===== src/rtl/sobel_stream_acc.sv =====
// sobel_stream_acc: streams an 8-bit greyscale image from word memory through a 3x3 Sobel operator and writes the result image back.
// Ports:
//   clk, reset    clock and asynchronous active-high reset
//   addr          word address of the current memory request
//   dataR         read data, valid the cycle after a read is issued
//   dataW         write data, zero whenever we=0
//   en, we        memory request and write strobe
//   start         level-sampled job request, honoured in IDLE and DONE
//   finish        high while the completed job is held in DONE
module sobel_stream_acc #(
    parameter int IMG_WIDTH  = 352,
    parameter int IMG_HEIGHT = 288,
    parameter int SRC_BASE   = 0,
    parameter int DST_BASE   = 25344,
    parameter int MODE       = 0,
    parameter int THRESHOLD  = 128
) (
    input  logic        clk,
    input  logic        reset,
    output logic [15:0] addr,
    input  logic [31:0] dataR,
    output logic [31:0] dataW,
    output logic        en,
    output logic        we,
    input  logic        start,
    output logic        finish
);
    localparam int WORDS = IMG_WIDTH / 4 * IMG_HEIGHT;
    localparam logic [15:0] WPR = 16'(IMG_WIDTH / 4);
    localparam logic [15:0] LAST_ROW = 16'(IMG_HEIGHT - 1);
    localparam logic [15:0] SRC = 16'(SRC_BASE);
    localparam logic [15:0] DST = 16'(DST_BASE);
    localparam logic [11:0] THR = 12'(THRESHOLD);

    if (SRC_BASE < DST_BASE + WORDS && DST_BASE < SRC_BASE + WORDS) begin : g_overlap
        $error("sobel_stream_acc: source and result regions overlap");
    end

    typedef enum logic [3:0] {IDLE, BTOP, RD0, RD1, RD2, CAP, LAST, BBOT, DONE} state_t;
    state_t state, state_n;
    logic [15:0] y, c, row, col;
    logic [31:0] cap_u, cap_m, res;
    logic [2:0][31:0] win_c, fresh;
    logic [2:0][7:0] win_l;
    logic [2:0][47:0] strip;
    logic wr_res;

    // Each row argument holds L (bits 7:0), C (15:8) and R (23:16); the
    // two's-complement wrap of 11-bit arithmetic gives the signed gradients.
    function automatic logic [7:0] sobel(input logic [23:0] u, input logic [23:0] m, input logic [23:0] d);
        logic [10:0] gx, gy, ax, ay;
        logic [11:0] mag;
        gx = {3'b0, u[23:16]} + {2'b0, m[23:16], 1'b0} + {3'b0, d[23:16]}
           - {3'b0, u[7:0]} - {2'b0, m[7:0], 1'b0} - {3'b0, d[7:0]};
        gy = {3'b0, d[7:0]} + {2'b0, d[15:8], 1'b0} + {3'b0, d[23:16]}
           - {3'b0, u[7:0]} - {2'b0, u[15:8], 1'b0} - {3'b0, u[23:16]};
        ax = gx[10] ? -gx : gx;
        ay = gy[10] ? -gy : gy;
        mag = {1'b0, ax} + {1'b0, ay};
        return MODE == 1 ? (mag >= THR ? 8'hff : 8'h00) : (mag > 12'd255 ? 8'hff : mag[7:0]);
    endfunction

    // Result word col is built from a 6-pixel strip per row: the last pixel of
    // word col-1, word col itself and the first pixel of word col+1 (zero in LAST).
    always_comb begin
        fresh = {dataR, cap_m, cap_u};
        col = state == LAST ? WPR - 16'd1 : c - 16'd1;
        strip = '0;
        res = '0;
        for (int r = 0; r < 3; r++)
            strip[r] = {state == CAP ? fresh[r][7:0] : 8'h00, win_c[r], win_l[r]};
        for (int b = 0; b < 4; b++)
            res[8*b +: 8] = sobel(strip[0][8*b +: 24], strip[1][8*b +: 24], strip[2][8*b +: 24]);
        if (col == 16'd0) res[7:0] = 8'h00;
        if (col == WPR - 16'd1) res[31:24] = 8'h00;
    end

    always_comb begin
        state_n = state;
        case (state)
            IDLE, DONE: state_n = start ? BTOP : state;
            BTOP:       state_n = c == WPR - 16'd1 ? RD0 : BTOP;
            RD0:        state_n = RD1;
            RD1:        state_n = RD2;
            RD2:        state_n = CAP;
            CAP:        state_n = c == WPR - 16'd1 ? LAST : RD0;
            LAST:       state_n = y < LAST_ROW - 16'd1 ? RD0 : BBOT;
            BBOT:       state_n = c == WPR - 16'd1 ? DONE : BBOT;
            default:    state_n = IDLE;
        endcase
        wr_res = state == LAST || (state == CAP && c != 16'd0);
        en = wr_res || state inside {BTOP, RD0, RD1, RD2, BBOT};
        we = wr_res || state inside {BTOP, BBOT};
        finish = state == DONE;
        row = state == RD0 ? y - 16'd1 : state == RD2 ? y + 16'd1 :
              state == BBOT ? LAST_ROW : state == BTOP ? 16'd0 : y;
        addr = en ? (state inside {RD0, RD1, RD2} ? SRC : DST) + row * WPR + (wr_res ? col : c) : 16'd0;
        dataW = wr_res ? res : 32'd0;
    end

    always_ff @(posedge clk or posedge reset) begin
        if (reset) state <= IDLE;
        else state <= state_n;
    end

    always_ff @(posedge clk or posedge reset) begin
        if (reset) begin
            y <= '0;
            c <= '0;
            cap_u <= '0;
            cap_m <= '0;
            win_c <= '0;
            win_l <= '0;
        end else begin
            case (state)
                IDLE, DONE: begin
                    y <= start ? 16'd0 : y;
                    c <= start ? 16'd0 : c;
                end
                BTOP: begin
                    c <= c == WPR - 16'd1 ? 16'd0 : c + 16'd1;
                    y <= 16'd1;
                end
                RD1: cap_u <= dataR;
                RD2: cap_m <= dataR;
                CAP: begin
                    win_l <= {win_c[2][31:24], win_c[1][31:24], win_c[0][31:24]};
                    win_c <= fresh;
                    c <= c == WPR - 16'd1 ? c : c + 16'd1;
                end
                LAST: begin
                    c <= 16'd0;
                    y <= y + 16'd1;
                end
                BBOT: c <= c == WPR - 16'd1 ? 16'd0 : c + 16'd1;
                default: ;
            endcase
        end
    end
endmodule

===== config.mk =====
export PLATFORM = sky130hd
export DESIGN_NAME = sobel_stream_acc
export DESIGN_NICKNAME = d
export VERILOG_FILES = /design/src/rtl/sobel_stream_acc.sv
export SDC_FILE = /design/constraint.sdc
export NUM_CORES = 1
export LEC_CHECK = 0
export CAP_MARGIN = 30
export CORE_MARGIN = 10
export CORE_UTILIZATION = 25
export DETAILED_ROUTE_END_ITERATION = 8
export PLACE_DENSITY_LB_ADDON = 0.3
export SYNTH_ARGS = -nofsm -noshare
export SYNTH_HDL_FRONTEND = slang
export SYNTH_SLANG_ARGS = --single-unit

===== constraint.sdc =====
create_clock -name clk -period 13.97 [get_ports clk]
set_input_delay 2.0955 -clock clk [delete_from_list [all_inputs] [get_ports clk]]
set_output_delay 2.0955 -clock clk [all_outputs]
set_load 0.1 [all_outputs]

# [After elaboration in Yosys (flattened, before gate mapping)]
# Cells that the tools add are included.
[totals] mem_bits_rw=0 wordCells=140 register_bits=220 output_inout_bits=51 latch_bits=0 romBits=0 input_bits=35 n_memories=0
[classes] multipliers=1 shift=0 n_reduce_logical=16 magnitude_cmp=5 n_mux=37 n_div=0 add_sub_neg=58 eq_ne=12 bitwise=0
[op_table] operator="11-bit by 8-bit subtractor with 11-bit output" n=16
[op_table] operator="16-bit 2-to-1 mux" n=10
[op_table] operator="10-bit by 8-bit adder with 11-bit output" n=8
[op_table] operator="11-bit 2-to-1 mux" n=8
[op_table] operator="11-bit negation" n=8
[op_table] operator="11-bit by 9-bit subtractor with 11-bit output" n=8
[op_table] operator="8-bit by 9-bit adder with 10-bit output" n=8
[op_table] operator="8-bit 2-to-1 mux" n=9
[op_table] operator="16-bit one-hot mux with 4 select lines" n=1
[op_table] operator="11-bit by 11-bit adder with 12-bit output" n=4
[op_table] operator="12-bit by 8-bit greater-than comparator with 1-bit output, second input constant" n=4
[op_table] operator="16-bit one-hot mux with 3 select lines" n=1
[op_table] operator="16-bit by 1-bit adder with 16-bit output, second input constant" n=2
[op_table] operator="16-bit by 7-bit == test with 1-bit output, second input constant" n=2
[op_table] operator="32-bit 2-to-1 mux" n=1
[op_table] operator="4-bit one-hot mux with 8 select lines" n=1
[op_table] operator="16-bit by 1-bit subtractor with 16-bit output, second input constant" n=2
[op_table] operator="15-bit by 16-bit adder with 16-bit output" n=1
[op_table] operator="16-bit adder" n=1
[op_table] operator="4-bit by 3-bit == test with 1-bit output, second input constant" n=4
[op_table] operator="16-bit zero test" n=1
[op_table] operator="16-bit by 9-bit less-than comparator with 1-bit output, second input constant" n=1
[op_table] operator="16-bit by 4-bit multiplier with 13-bit output, second input constant" n=1
[op_table] operator="16-bit nonzero test" n=1
[op_table] operator="18 further kinds" n=26

# [Longest topological paths before layout]
# Gate-level depths: netlist (run 1).
[logic_depth] ltp_word=14 mapped_depth=33 mapped_depth_nobuf=29

# [Least setup slack after synthesis (run 1)]
# Ideal clock, no wire load.
[synth_timing] path_type="input to output" startpoint="in dataR[2]" endpoint="out dataW[24]" n_path_buf=1 arrival_ns=8.548 slack_ns=3.326 t_required_ns=11.875 cell_stages=23 cell_sequence="and3_1 ha_1 fa_1 fa_1 ha_1 a21o_1 a21oi_1 nand2b_1 a21boi_0 o41ai_1 o21bai_1 a21oi_1 clkbuf_1 o21ai_0 fa_1 a21o_1 a21oi_1 o21bai_1 a21oi_1 nor2b_1 o2111ai_1 a21oi_1 a21oi_1"
[synth_via] elab_chain_len=12 elab_cells_between_ends=18 cone_classes="add/sub: 11; order compare: 1; mux: 6"
[synth_lines] item="from (decl)" line_no="21" source="input logic [31:0] dataR,"
[synth_lines] item="8-bit 2-to-1 mux (*)" line_no="71" source="strip[r] = {state == CAP ? fresh[r][7:0] : 8'h00, win_c[r], win_l[r]};"
[synth_lines] item="10-bit by 8-bit adder with 11-bit output (on tied branches)" line_no="53, 55"
[synth_lines] item="11-bit by 8-bit subtractor with 11-bit output (on tied branches)" line_no="54, 56"
[synth_lines] item="11-bit by 9-bit subtractor with 11-bit output (on tied branches)" line_no="54, 56"
[synth_lines] item="11-bit by 8-bit subtractor with 11-bit output (on tied branches)" line_no="54, 56"
[synth_lines] item="11-bit negation (on tied branches)" line_no="57, 58"
[synth_lines] item="11-bit 2-to-1 mux (on tied branches)" line_no="57, 58"
[synth_lines] item="11-bit by 11-bit adder with 12-bit output (*)" line_no="59" source="mag = {1'b0, ax} + {1'b0, ay};"
[synth_lines] item="12-bit by 8-bit greater-than comparator with 1-bit output" line_no="60" source="return MODE == 1 ? (mag >= THR ? 8'hff : 8'h00) : (mag > 12'd255 ? 8'hff : mag[7:0]);"
[synth_lines] item="8-bit 2-to-1 mux (*)" line_no="60"
[synth_lines] item="8-bit 2-to-1 mux (*)" line_no="75" source="if (col == WPR - 16'd1) res[31:24] = 8'h00;"
[synth_lines] item="32-bit 2-to-1 mux (*)" line_no="98" source="dataW = wr_res ? res : 32'd0;"
[synth_lines] item="to (decl)" line_no="22" source="output logic [31:0] dataW,"
# Every way passes the cells marked *; elsewhere a longest branch is shown, timed or not.

# [Worst setup path after layout (run 1)]
[layout_timing] startpoint="reg state[2]" endpoint="out dataW[24]"
[layout_via] elab_chain_len=14 elab_cells_between_ends=27 cone_classes="add/sub: 12; order compare: 1; eq/ne: 3; mux: 9; reduce/logical: 2"
[layout_lines] item="from (decl)" line_no="40" source="state_t state, state_n;"
[layout_lines] item="from (signal assigned)" line_no="103" source="else state <= state_n;"
[layout_lines] item="4-bit by 3-bit == test with 1-bit output" line_no="71, 91"
[layout_lines] item="8-bit 2-to-1 mux" line_no="71"
[layout_lines] item="8-bit by 9-bit adder with 10-bit output" line_no="53" source="gx = {3'b0, u[23:16]} + {2'b0, m[23:16], 1'b0} + {3'b0, d[23:16]}"
[layout_lines] item="10-bit by 8-bit adder with 11-bit output" line_no="53"
[layout_lines] item="11-bit by 8-bit subtractor with 11-bit output" line_no="54" source="- {3'b0, u[7:0]} - {2'b0, m[7:0], 1'b0} - {3'b0, d[7:0]};"
[layout_lines] item="11-bit by 9-bit subtractor with 11-bit output" line_no="54"
[layout_lines] item="11-bit by 8-bit subtractor with 11-bit output" line_no="54"
[layout_lines] item="11-bit negation" line_no="57" source="ax = gx[10] ? -gx : gx;"
[layout_lines] item="11-bit 2-to-1 mux" line_no="57"
[layout_lines] item="11-bit by 11-bit adder with 12-bit output" line_no="59"
[layout_lines] item="12-bit by 8-bit greater-than comparator with 1-bit output" line_no="60"
[layout_lines] item="8-bit 2-to-1 mux" line_no="60"
[layout_lines] item="8-bit 2-to-1 mux" line_no="75"
[layout_lines] item="32-bit 2-to-1 mux (*)" line_no="98"
# Marked as above.

==> flow_summary.yaml, run 1 <==
floorplanning:
  die-area_sq_um: 106000
  die_y_um: 326
  num_rows: 112
  core_sq_um: 93200
  initial_core_util_pct: 25.2
  design.portCount: 86
  die_x_um: 326
timing:
  slew_violations: 0
  finalSetupTns_ns: 0
  rsz0062_at_grt: "no"
  final.setup.worst_slack_ns: 2.08
  fin_crit_sh_pct: 85.1
  fmax_ghz: 0.0841
  setup_viol: 0
  finalCriticalPeriod_ns: 11.89
  relSlewSlack_pct: 33.0
  max_slew.worst_pin.slew_ns: 1.00
  fin_skew_ns: 0.0169
  hold_viol: 0
outcome:
  outcome: "complete, no violations"
placement:
  gp_congestion: 0.834
  portBuffers: 85
  preCtsSetupSlack_ns: 2.13
  hpwl_um: 52200
worst_setup_path:
  crit_buf_inv: 4
  cp_slowest_cell: "clkdlybuf4s50_1"
  cp_num_cells: 29
  end_kind: "output port"
  crit_fanout: 59
  path_class: "reg -> out"
  startpoint_type: "flop"
  arrival_ns: 9.80
  path_delay_family: "compound AO/OA/AOI/OAI gates"
  rr_worst_depth: 7
  crit_required_ns: 11.87
  cp_slowest_stage_delay_ns: 1.00
  path_common_cell: "a21oi_1"
synth:
  synthSimpleGateAreaFrac_pct: 14.5
  synthFlopType: "dfrtp_1"
  synth_top_family_by_area: "adder cells"
  yosysWarningCount: 0
  synth_cell_types: 75
  syn_area_per_cell_sq_um: 8.91
  ys_ff_latch: 220
  synth_xor_area_share_pct: 7.41
  netlist_area_sq_um: 23500
  synth_edf_count: 0
  async_flop_share_pct: 100
  syn_inst: 2633
  synth_nets: 3124
  synthAdderAreaFrac_pct: 32.6
  synthMuxAreaShare_pct: 1.85
  synth_compound_area_share_pct: 11.5
  ys_seq_area_share_pct: 23.5
power:
  swShare_pct: 41.2
  leakage_uw: 0.0121
  p_per_area_nw_per_um2: 114
  p_int_uw: 1790
  seq_power_share_pct: 23.3
  pwr-share-comb_pct: 49.7
  p_sw_uw: 1250
  peakVddDrop_uv: 152
  clock_power_share_pct: 26.9
clocking:
  clk_pin_slew_ns: 0.06
  cts_max_level: 1
  cts.sinks: 220
  cts_resized: 0
  cts.path.max_buffers: 3
  cts_hold_buffers: 0
  cts_root_buf: "clkbuf_16"
  cts_tree: "done"
  clock_latency_ns: 0.58
  cts_setup_buffers: 0
  cts_buffers: 30
global_routing:
  antenna_found_initial: 2
  grt_pass1_vias: 17400
  met3_usage_pct: 1.17
  grt_max_degree: 94
  use_met2_pct: 21.0
  grt_pass1_wl_um: 103000
  busiest_layer: "met2"
  globalRouteOverflowTotal: 0
  use_met1_pct: 16.6
  track_usage_pct: 12.1
routing:
  drc: 0
  drtPass1Iterations: 5
  ant_nets: 0
  viasPerCell: 4.34
  totalWireLength_um: 64900
  drt_iter0_markers: 926
  avgRoutedWirePerCell_um: 16.4
  via_count: 17200
min_path:
  hold_depth: 2
  hp-class: "reg -> reg"
final_layout:
  diodes: 0
  layout-drive-gt1-share_pct: 5.25
  layout.nets: 3175
  filler_cell_count: 9861
  syn2layout_area_growth_pct: 14.2
run:
  maxCapViolCount: 0
through the flow:
stage / std cells / hold slack (ns) / power (uW) / util [%] / area [sq um]
final: 3961 / 0.460 / 3040 / 28.7 / 26800
after global routing: 3961 / 0.490 / 3270 / 28.7 / 26800
after CTS: 3961 / 0.465 / 3070 / 28.7 / 26800
after detailed placement: 3906 / 0.448 / 2230 / 27.6 / 25700
after global placement: 3905 / 0.452 / 2230 / 27.6 / 25700
after floorplan: 2633 / 0.435 / 1920 / - / 23500
final timing paths:
kind / startpoint / endpoint / slack, ns
max: state[2] / dataW[24] / 2.08
min: cap_u[9] / strip[17] / 0.46
max reg2reg: state[2] / strip[39] / 10.08
min reg2reg: cap_u[9] / strip[17] / 0.46
max in group asynchronous: reset / strip[131] / 10.16
min in group asynchronous: reset / c[11] / 1.96
registers in the layout, summed over array words and instances, names as in the netlist:
| signal | count |
|---|---|
| c | 16 |
| cap_m | 32 |
| cap_u | 32 |
| state | 4 |
| strip | 120 |
| y | 16 |
power by group through the flow:
stage               registers (uW)  logic [uW]  clock network, uW
CTS                            709        1520                839
global route                   715        1700                861
detailed placement             720        1510                  0
global placement               721        1510                  0
floorplan                      689        1230                  0
finish                         709        1510                819
cells in the mapped netlist, types with 9 or more instances:
| master | number | area, sq um |
|---|---|---|
| nand2b_1 | 17 | 106 |
| dfrtp_1 | 220 | 5510 |
| o31ai_1 | 18 | 135 |
| nor4_1 | 14 | 87.6 |
| nor3_1 | 42 | 210 |
| nor2_1 | 123 | 462 |
| nand2_1 | 376 | 1410 |
| o21a_1 | 13 | 97.6 |
| nor2b_1 | 23 | 144 |
| clkbuf_1 | 70 | 263 |
| xnor2_1 | 143 | 1250 |
| a21oi_1 | 116 | 581 |
| nand3_1 | 22 | 110 |
| a21o_1 | 41 | 308 |
| o21bai_1 | 32 | 240 |
| or3_1 | 42 | 263 |
| fa_1 | 258 | 5160 |
| ha_1 | 198 | 2480 |
| inv_1 | 455 | 1710 |
| and3_1 | 19 | 119 |
| o21ai_0 | 157 | 786 |
| xor2_1 | 53 | 464 |
| mux2_2 | 34 | 383 |
| a31oi_1 | 12 | 75.1 |
| and2_1 | 9 | 56.3 |
worst reg2reg max path, delay by kind of cell (launching register included):
| kind | cells | cell delay, ns |
|---|---|---|
| buffers and inverters | 4 | 1.93 |
| DFF | 1 | 0.74 |
| and+or+nand+nor | 2 | 0.76 |
| AOI/OAI and AO/OA | 1 | 0.31 |
cells by family after synthesis:
group / count (synthesis)
fa+ha+maj: 456
mux: 39
xor+xnor: 197
compound gates: 440
buf+inv: 542
simple gates: 739
flops: 220
layout make-up:
class | count | area (sq um) | area share, %
clock buffers | 37 | 827 | 3.09
flip-flops and latches | 220 | 5510 | 20.6
well taps | 1254 | 1570 | 5.86
repair buffers | 106 | 1010 | 3.77
clock inverters | 18 | 231 | 0.864
inverters | 455 | 1720 | 6.41
multi-input cells | 1871 | 15900 | 59.5
metal layers:
metal  vias to the layer above  share of wire, %
li1                       8539                 -
met5                         -                 0
met3                        50               2.9
met2                       229                49
met1                      8380                47
met4                         0               1.2
layout by cell type (no fill, tap or decap), types with 6 or more instances in the layout:
| cell | Yosys | layout |
|---|---|---|
| inv_1 | 455 | 454 |
| nand2_1 | 376 | 376 |
| fa_1 | 258 | 258 |
| dfrtp_1 | 220 | 220 |
| ha_1 | 198 | 198 |
| o21ai_0 | 157 | 157 |
| xnor2_1 | 143 | 143 |
| nor2_1 | 123 | 121 |
| a21oi_1 | 116 | 116 |
| clkdlybuf4s50_1 | 0 | 85 |
| xor2_1 | 53 | 53 |
| nor3_1 | 42 | 42 |
| or3_1 | 42 | 42 |
| a21o_1 | 41 | 41 |
| mux2_2 | 34 | 34 |
| o21bai_1 | 32 | 32 |
| clkbuf_16 | 0 | 30 |
| nor2b_1 | 23 | 23 |
| nand3_1 | 22 | 22 |
| buf_4 | 1 | 21 |
| and3_1 | 19 | 19 |
| o31ai_1 | 18 | 18 |
| nand2b_1 | 17 | 17 |
| nor4_1 | 14 | 14 |
| o21a_1 | 13 | 13 |
| a31oi_1 | 12 | 12 |
| nand4_1 | 8 | 8 |
| or2_2 | 8 | 8 |
| and2_1 | 9 | 8 |
| or3b_2 | 8 | 8 |
| or4_1 | 6 | 6 |
| o22ai_1 | 6 | 6 |
| clkinvlp_4 | 0 | 6 |
(Power assumes the default switching activity.)
==> run 2: changes to the inputs <==
--- a/config.mk
+++ b/config.mk
@@ -5,11 +5,13 @@
 export SDC_FILE = /design/constraint.sdc
 export NUM_CORES = 1
 export LEC_CHECK = 0
+export ABC_AREA = 1
 export CAP_MARGIN = 30
 export CORE_MARGIN = 10
 export CORE_UTILIZATION = 25
 export DETAILED_ROUTE_END_ITERATION = 8
 export PLACE_DENSITY_LB_ADDON = 0.3
+export SLEW_MARGIN = 20
 export SYNTH_ARGS = -nofsm -noshare
 export SYNTH_HDL_FRONTEND = slang
 export SYNTH_SLANG_ARGS = --single-unit
==> run 2 against run 1 <==
Compared with the run above: area after synthesis rose by 2.2%; first-iteration DRC count rose by 14%; via count is 10% higher; sequential share of layout area down 0.49 points; utilization is 0.095 points higher; routed wire length increased by 4.1%; global-route usage grew 0.35 points; fmax grew 4.0%; die area increased by 2.1%; critical path type is now in -> out; largest cell class unchanged.
==> flow_summary.yaml, run 2 <==
outcome:
  outcome: "complete, no violations"
synth:
  yosys.area.top_type_share_pct: 23.0
  yosysWarningCount: 0
  ys_seq_area_share_pct: 23.0
  synthFlopType: "dfrtp_1"
  syn_area_per_cell_sq_um: 7.89
  synth_edf_count: 0
  synthTopCellsByArea: "dfrtp_1, fa_1, inv_1"
  netlist_area_sq_um: 24000
  synth_most_common_cell: "inv_1"
  synth_common_cells: "inv_1, nand2_1, o21ai_0, fa_1, dfrtp_1"
  synth_nets: 3530
  synth_cell_types: 51
  ys_ff_latch: 220
  yosysTopAreaCell: "dfrtp_1"
  syn_inst: 3039
  async_flop_share_pct: 100
worst_setup_path:
  cp_slowest_stage_delay_ns: 1.16
  crit_fanout: 8
  cp_slowest_cell: "clkdlybuf4s50_1"
  startpoint_type: "primary input"
  path_common_cell: "nand2_1"
  rrSetupSlack_ns: 11.42
  path_class: "in -> out"
  rr_worst_depth: 9
  crit_required_ns: 11.87
  end_kind: "output port"
  arrival_ns: 9.34
placement:
  dp.cells: 4341
  portBuffers: 85
  hpwl_um: 55900
  gp_congestion: 0.845
  preCtsSetupSlack_ns: 2.56
clocking:
  cts_resized: 0
  cts_setup_buffers: 0
  cts_root_buf: "clkbuf_16"
  cts_buffers: 29
  cts_hold_buffers: 0
  cts_max_level: 1
  cts_tree: "done"
  clk_pin_slew_ns: 0.06
  clock_latency_ns: 0.57
  cts.sinks: 220
  cts.path.max_buffers: 3
min_path:
  hp-class: "reg -> reg"
  hold_depth: 2
timing:
  relSlewSlack_pct: 31.7
  slew_violations: 0
  max_slew.worst_pin.slew_ns: 1.02
  hold_viol: 0
  finalCriticalPeriod_ns: 11.43
  rsz0062_at_grt: "no"
  final.setup.worst_slack_ns: 2.54
  fmax_ghz: 0.0875
  fin_crit_sh_pct: 81.8
  fin_skew_ns: 0.0258
  setup_viol: 0
  finalSetupTns_ns: 0
global_routing:
  grt_max_degree: 88
  antenna_found_initial: 2
  track_usage_pct: 12.5
  grt_pass1_vias: 19100
  grt_pass1_wl_um: 109000
  globalRouteOverflowTotal: 0
routing:
  ant_nets: 0
  drtPass1Iterations: 6
  drt_iter0_markers: 1055
  viasPerCell: 4.32
  avgRoutedWirePerCell_um: 15.4
  totalWireLength_um: 67600
  drc: 0
  via_count: 19000
floorplanning:
  initial_core_util_pct: 25.2
  num_rows: 113
  die_y_um: 330
  die_x_um: 330
  design.portCount: 86
  die-area_sq_um: 109000
  core_sq_um: 95200
final_layout:
  largest_register_ffs: 120
  filler_cell_count: 10300
  final_cell_mix: "inv_1, nand2_1, o21ai_0, fa_1, dfrtp_1"
  final_common_cell: "inv_1"
  layout.nets: 3600
  diodes: 0
  layout-drive-gt1-share_pct: 3.39
  fin_cells: 4396
  syn2layout_area_growth_pct: 14.4
run:
  maxCapViolCount: 0
==> run 2: cell families (layout without fill, tap and decap cells) <==
kind of cell             after synthesis  count (layout)  share of synthesized area, %
AND/OR/NAND/NOR                     1005            1005                          17.5
buffers and inverters                733             825                          11.6
AO/OA/AOI/OAI                        478             478                          10.7
adder cells (fa/ha/maj)              456             456                          31.9
flip-flops                           220             220                          23.0
XOR/XNOR                             146             146                          5.33
multiplexers                           1               1                        0.0470
==> run 2: metal layers <==
layer	GRT usage, %	share of wire, %	vias up
met5	0	0	-
met4	1.65	1.3	0
met3	1.49	3.6	53
met2	21.6	48	293
met1	16.9	47	9085
li1	-	-	9563
==> run 2: area by class of cell <==
class                           count  area, sq um  share of cell area [%]
Inverter                          675         2540                    9.27
Clock inverter                     17          277                    1.01
Multi-Input combinational cell   2086        15700                    57.3
Clock buffer                       36          802                    2.92
Timing Repair Buffer               97         1010                    3.69
Tap cell                         1265         1580                    5.77
Sequential cell                   220         5510                    20.1
==> run 2: metrics by stage <==
step	instance area, sq um	hold WS (ns)	util (%)
2_1_floorplan	24000	0.442	-
3_3_place_gp	26200	0.450	27.6
3_5_place_dp	26300	0.457	27.7
4_1_cts	27400	0.456	28.8
5_1_grt	27400	0.476	28.8
6_report	27400	0.460	28.8
==> run 2: path summary, 6_finish.rpt <==
| kind | startpoint | end |
|---|---|---|
| setup / recovery | dataR[4] | dataW[24] |
| hold / removal | cap_m[27] | strip[83] |
| hold reg to reg | cap_m[27] | strip[83] |
| max in group asynchronous | reset | cap_m[5] |
| min in group asynchronous | reset | y[5] |
| setup reg to reg | state[1] | c[5] |
==> run 2: worst max-delay path, delay by kind of cell <==
kind            cells  cell delay [ns]
compound gates      6             1.07
xor+xnor            1             0.13
fa+ha+maj           5             2.17
buf+inv             9             2.19
simple gates       16             1.69
Power of run 2 is not shown: default switching activity piles up to over one toggle a cycle in this logic, so the estimate is an artifact.
==> variant: new RTL, flow settings as in run 2 <==
Set the parameter `IMG_WIDTH` to 264 (it was 352).
--- a/src/rtl/sobel_stream_acc.sv
+++ b/src/rtl/sobel_stream_acc.sv
@@ -8,7 +8,7 @@
 //   start         level-sampled job request, honoured in IDLE and DONE
 //   finish        high while the completed job is held in DONE
 module sobel_stream_acc #(
-    parameter int IMG_WIDTH  = 352,
+    parameter int IMG_WIDTH  = 264,
     parameter int IMG_HEIGHT = 288,
     parameter int SRC_BASE   = 0,
     parameter int DST_BASE   = 25344,
Function: same outputs for any inputs over 10 cycles, from zero or initial values and one cycle with reset high; that may be too few to reach the edited logic, so the function may still have changed.
==> variant against run 2 <==
Wire length shrank 0.78%. Worst setup slack better by 0.44 ns. Area after synthesis rose by 0.59%. Sequential cell count stayed put. First-iteration DRC count shrank 1.4%. Cell area barely moved. Synthesized cell count is essentially flat. Critical endpoint is now dataW[28].
Power is left out: the tool's default activity adds up to more than one toggle a clock period on the data nets, which glitch-free logic cannot reach.
==> variant: results (changes against run 2) <==
[routing]
routed_via_density = 4.369  ; +1.1%
route.met2.wl_um = 30870  ; -5.5%
wl_met3_um = 2601  ; +8.1%
drtIter0Drc = 1040  ; -1.4%
wirelength_um = 67050  ; -0.78%

[grt]
grt_max_degree = 105  ; +19%
use_met1 = 0.1703  ; +0.001460
grtUsageMet3 = 0.01574  ; +0.0007938
grt_antenna_before_repair = 0  ; -2
grt_pass1_wl_um = 107700  ; -1.3%
grt.total_usage = 0.1228  ; -0.001988
grt_pass1_vias = 19160  ; +0.13%
use_met2 = 0.2032  ; -0.01290

[placement]
hpwl_um = 54850  ; -1.8%
place_area_mm2 = 0.02640  ; +0.30%
dp_slack_ns = 2.865  ; +0.3013 ns
gp_congestion = 0.8601  ; +1.8%

[worst_setup_path]
crit_fanout = 9  ; +1
r2r_cells = 13  ; +4
worstPathArrival_ns = 8.90  ; -0.44 ns

[cells_and_area]
fin_nets = 3597  ; -0.083%
drive_above_1_share = 0.03997  ; +0.006119
fillers = 10320  ; -0.32%

[sta]
skew_ns = 0.03432  ; +0.008503 ns

[synth]
synth.area.mux_share = 0  ; -0.0004696
synth_commonest_cells = inv_1, nand2_1, o21ai_0
yosys-top-cells-area = dfrtp_1, fa_1, ha_1
ys_seq_area_frac = 0.2282  ; -0.001346
synth_compound_gate_area_share = 0.1133  ; +0.005906
synthAdderAreaFrac = 0.3138  ; -0.004876
synth_xor_area_frac = 0.05369  ; +0.0003618
syn-num-nets = 3532  ; +0.057%
synth_cell_types = 55  ; +7.8%

[clocking]
post_cts_buffers = 0  ; unchanged
clk_latency_ns = 0.59  ; +0.02 ns

[status]
status = completed

[variant: changes by cell type after synthesis, sizes merged, moves of 8 or more]
cell and delta:
inv -42, o211ai +12, nor3 +11, a21oi +10, fa -8
[variant: final timing paths]
check | from | end | slack [ns]
setup / recovery | dataR[7] | dataW[28] | 2.97
hold / removal | cap_u[7]$_DFFE_PP0P_ | cap_u[7]$_DFFE_PP0P_ | 0.47
setup reg to reg | state[2]$_DFFE_PP0P_ | c[12]$_DFFE_PP0P_ | 10.81
hold reg to reg | cap_u[7]$_DFFE_PP0P_ | cap_u[7]$_DFFE_PP0P_ | 0.47
max in group asynchronous | reset | cap_u[17]$_DFFE_PP0P_ | 9.93
min in group asynchronous | reset | y[1]$_DFFE_PP0P_ | 2.06
[variant: logic make-up after synthesis]
family / Yosys count
buffers and inverters: 698
AOI/OAI and AO/OA: 497
and+or+nand+nor: 1025
DFF: 220
xor gates and xnor gates: 147
adders and majority gates: 455
[variant: metrics by stage]
step / cells / hold slack (ns) / utilization
after floorplan: 3042 / 0.4422 / -
after global placement: 4337 / 0.4547 / 0.2762
after detailed placement: 4339 / 0.4592 / 0.2766
after CTS: 4390 / 0.4735 / 0.2871
after global routing: 4392 / 0.4920 / 0.2875
final: 4392 / 0.4749 / 0.2875
[variant: worst max-delay path: cells and delay by family]
family | cells | cell delay (ns)
XOR/XNOR | 1 | 0.16
AND/OR/NAND/NOR | 12 | 1.44
adder cells (fa/ha/maj) | 5 | 2.22
buffers and inverters | 6 | 2.11
AO/OA/AOI/OAI | 6 | 0.87
[variant: area by class of cell]
type	count	area, um2	area share
inverter	633	2384	0.08688
tap	1265	1583	0.05769
multi-input combinational	2124	15970	0.5819
clock buffer	38	819.5	0.02987
sequential	220	5505	0.2007
clock inverter	13	185.2	0.006750
timing repair buffer	99	993.5	0.03621
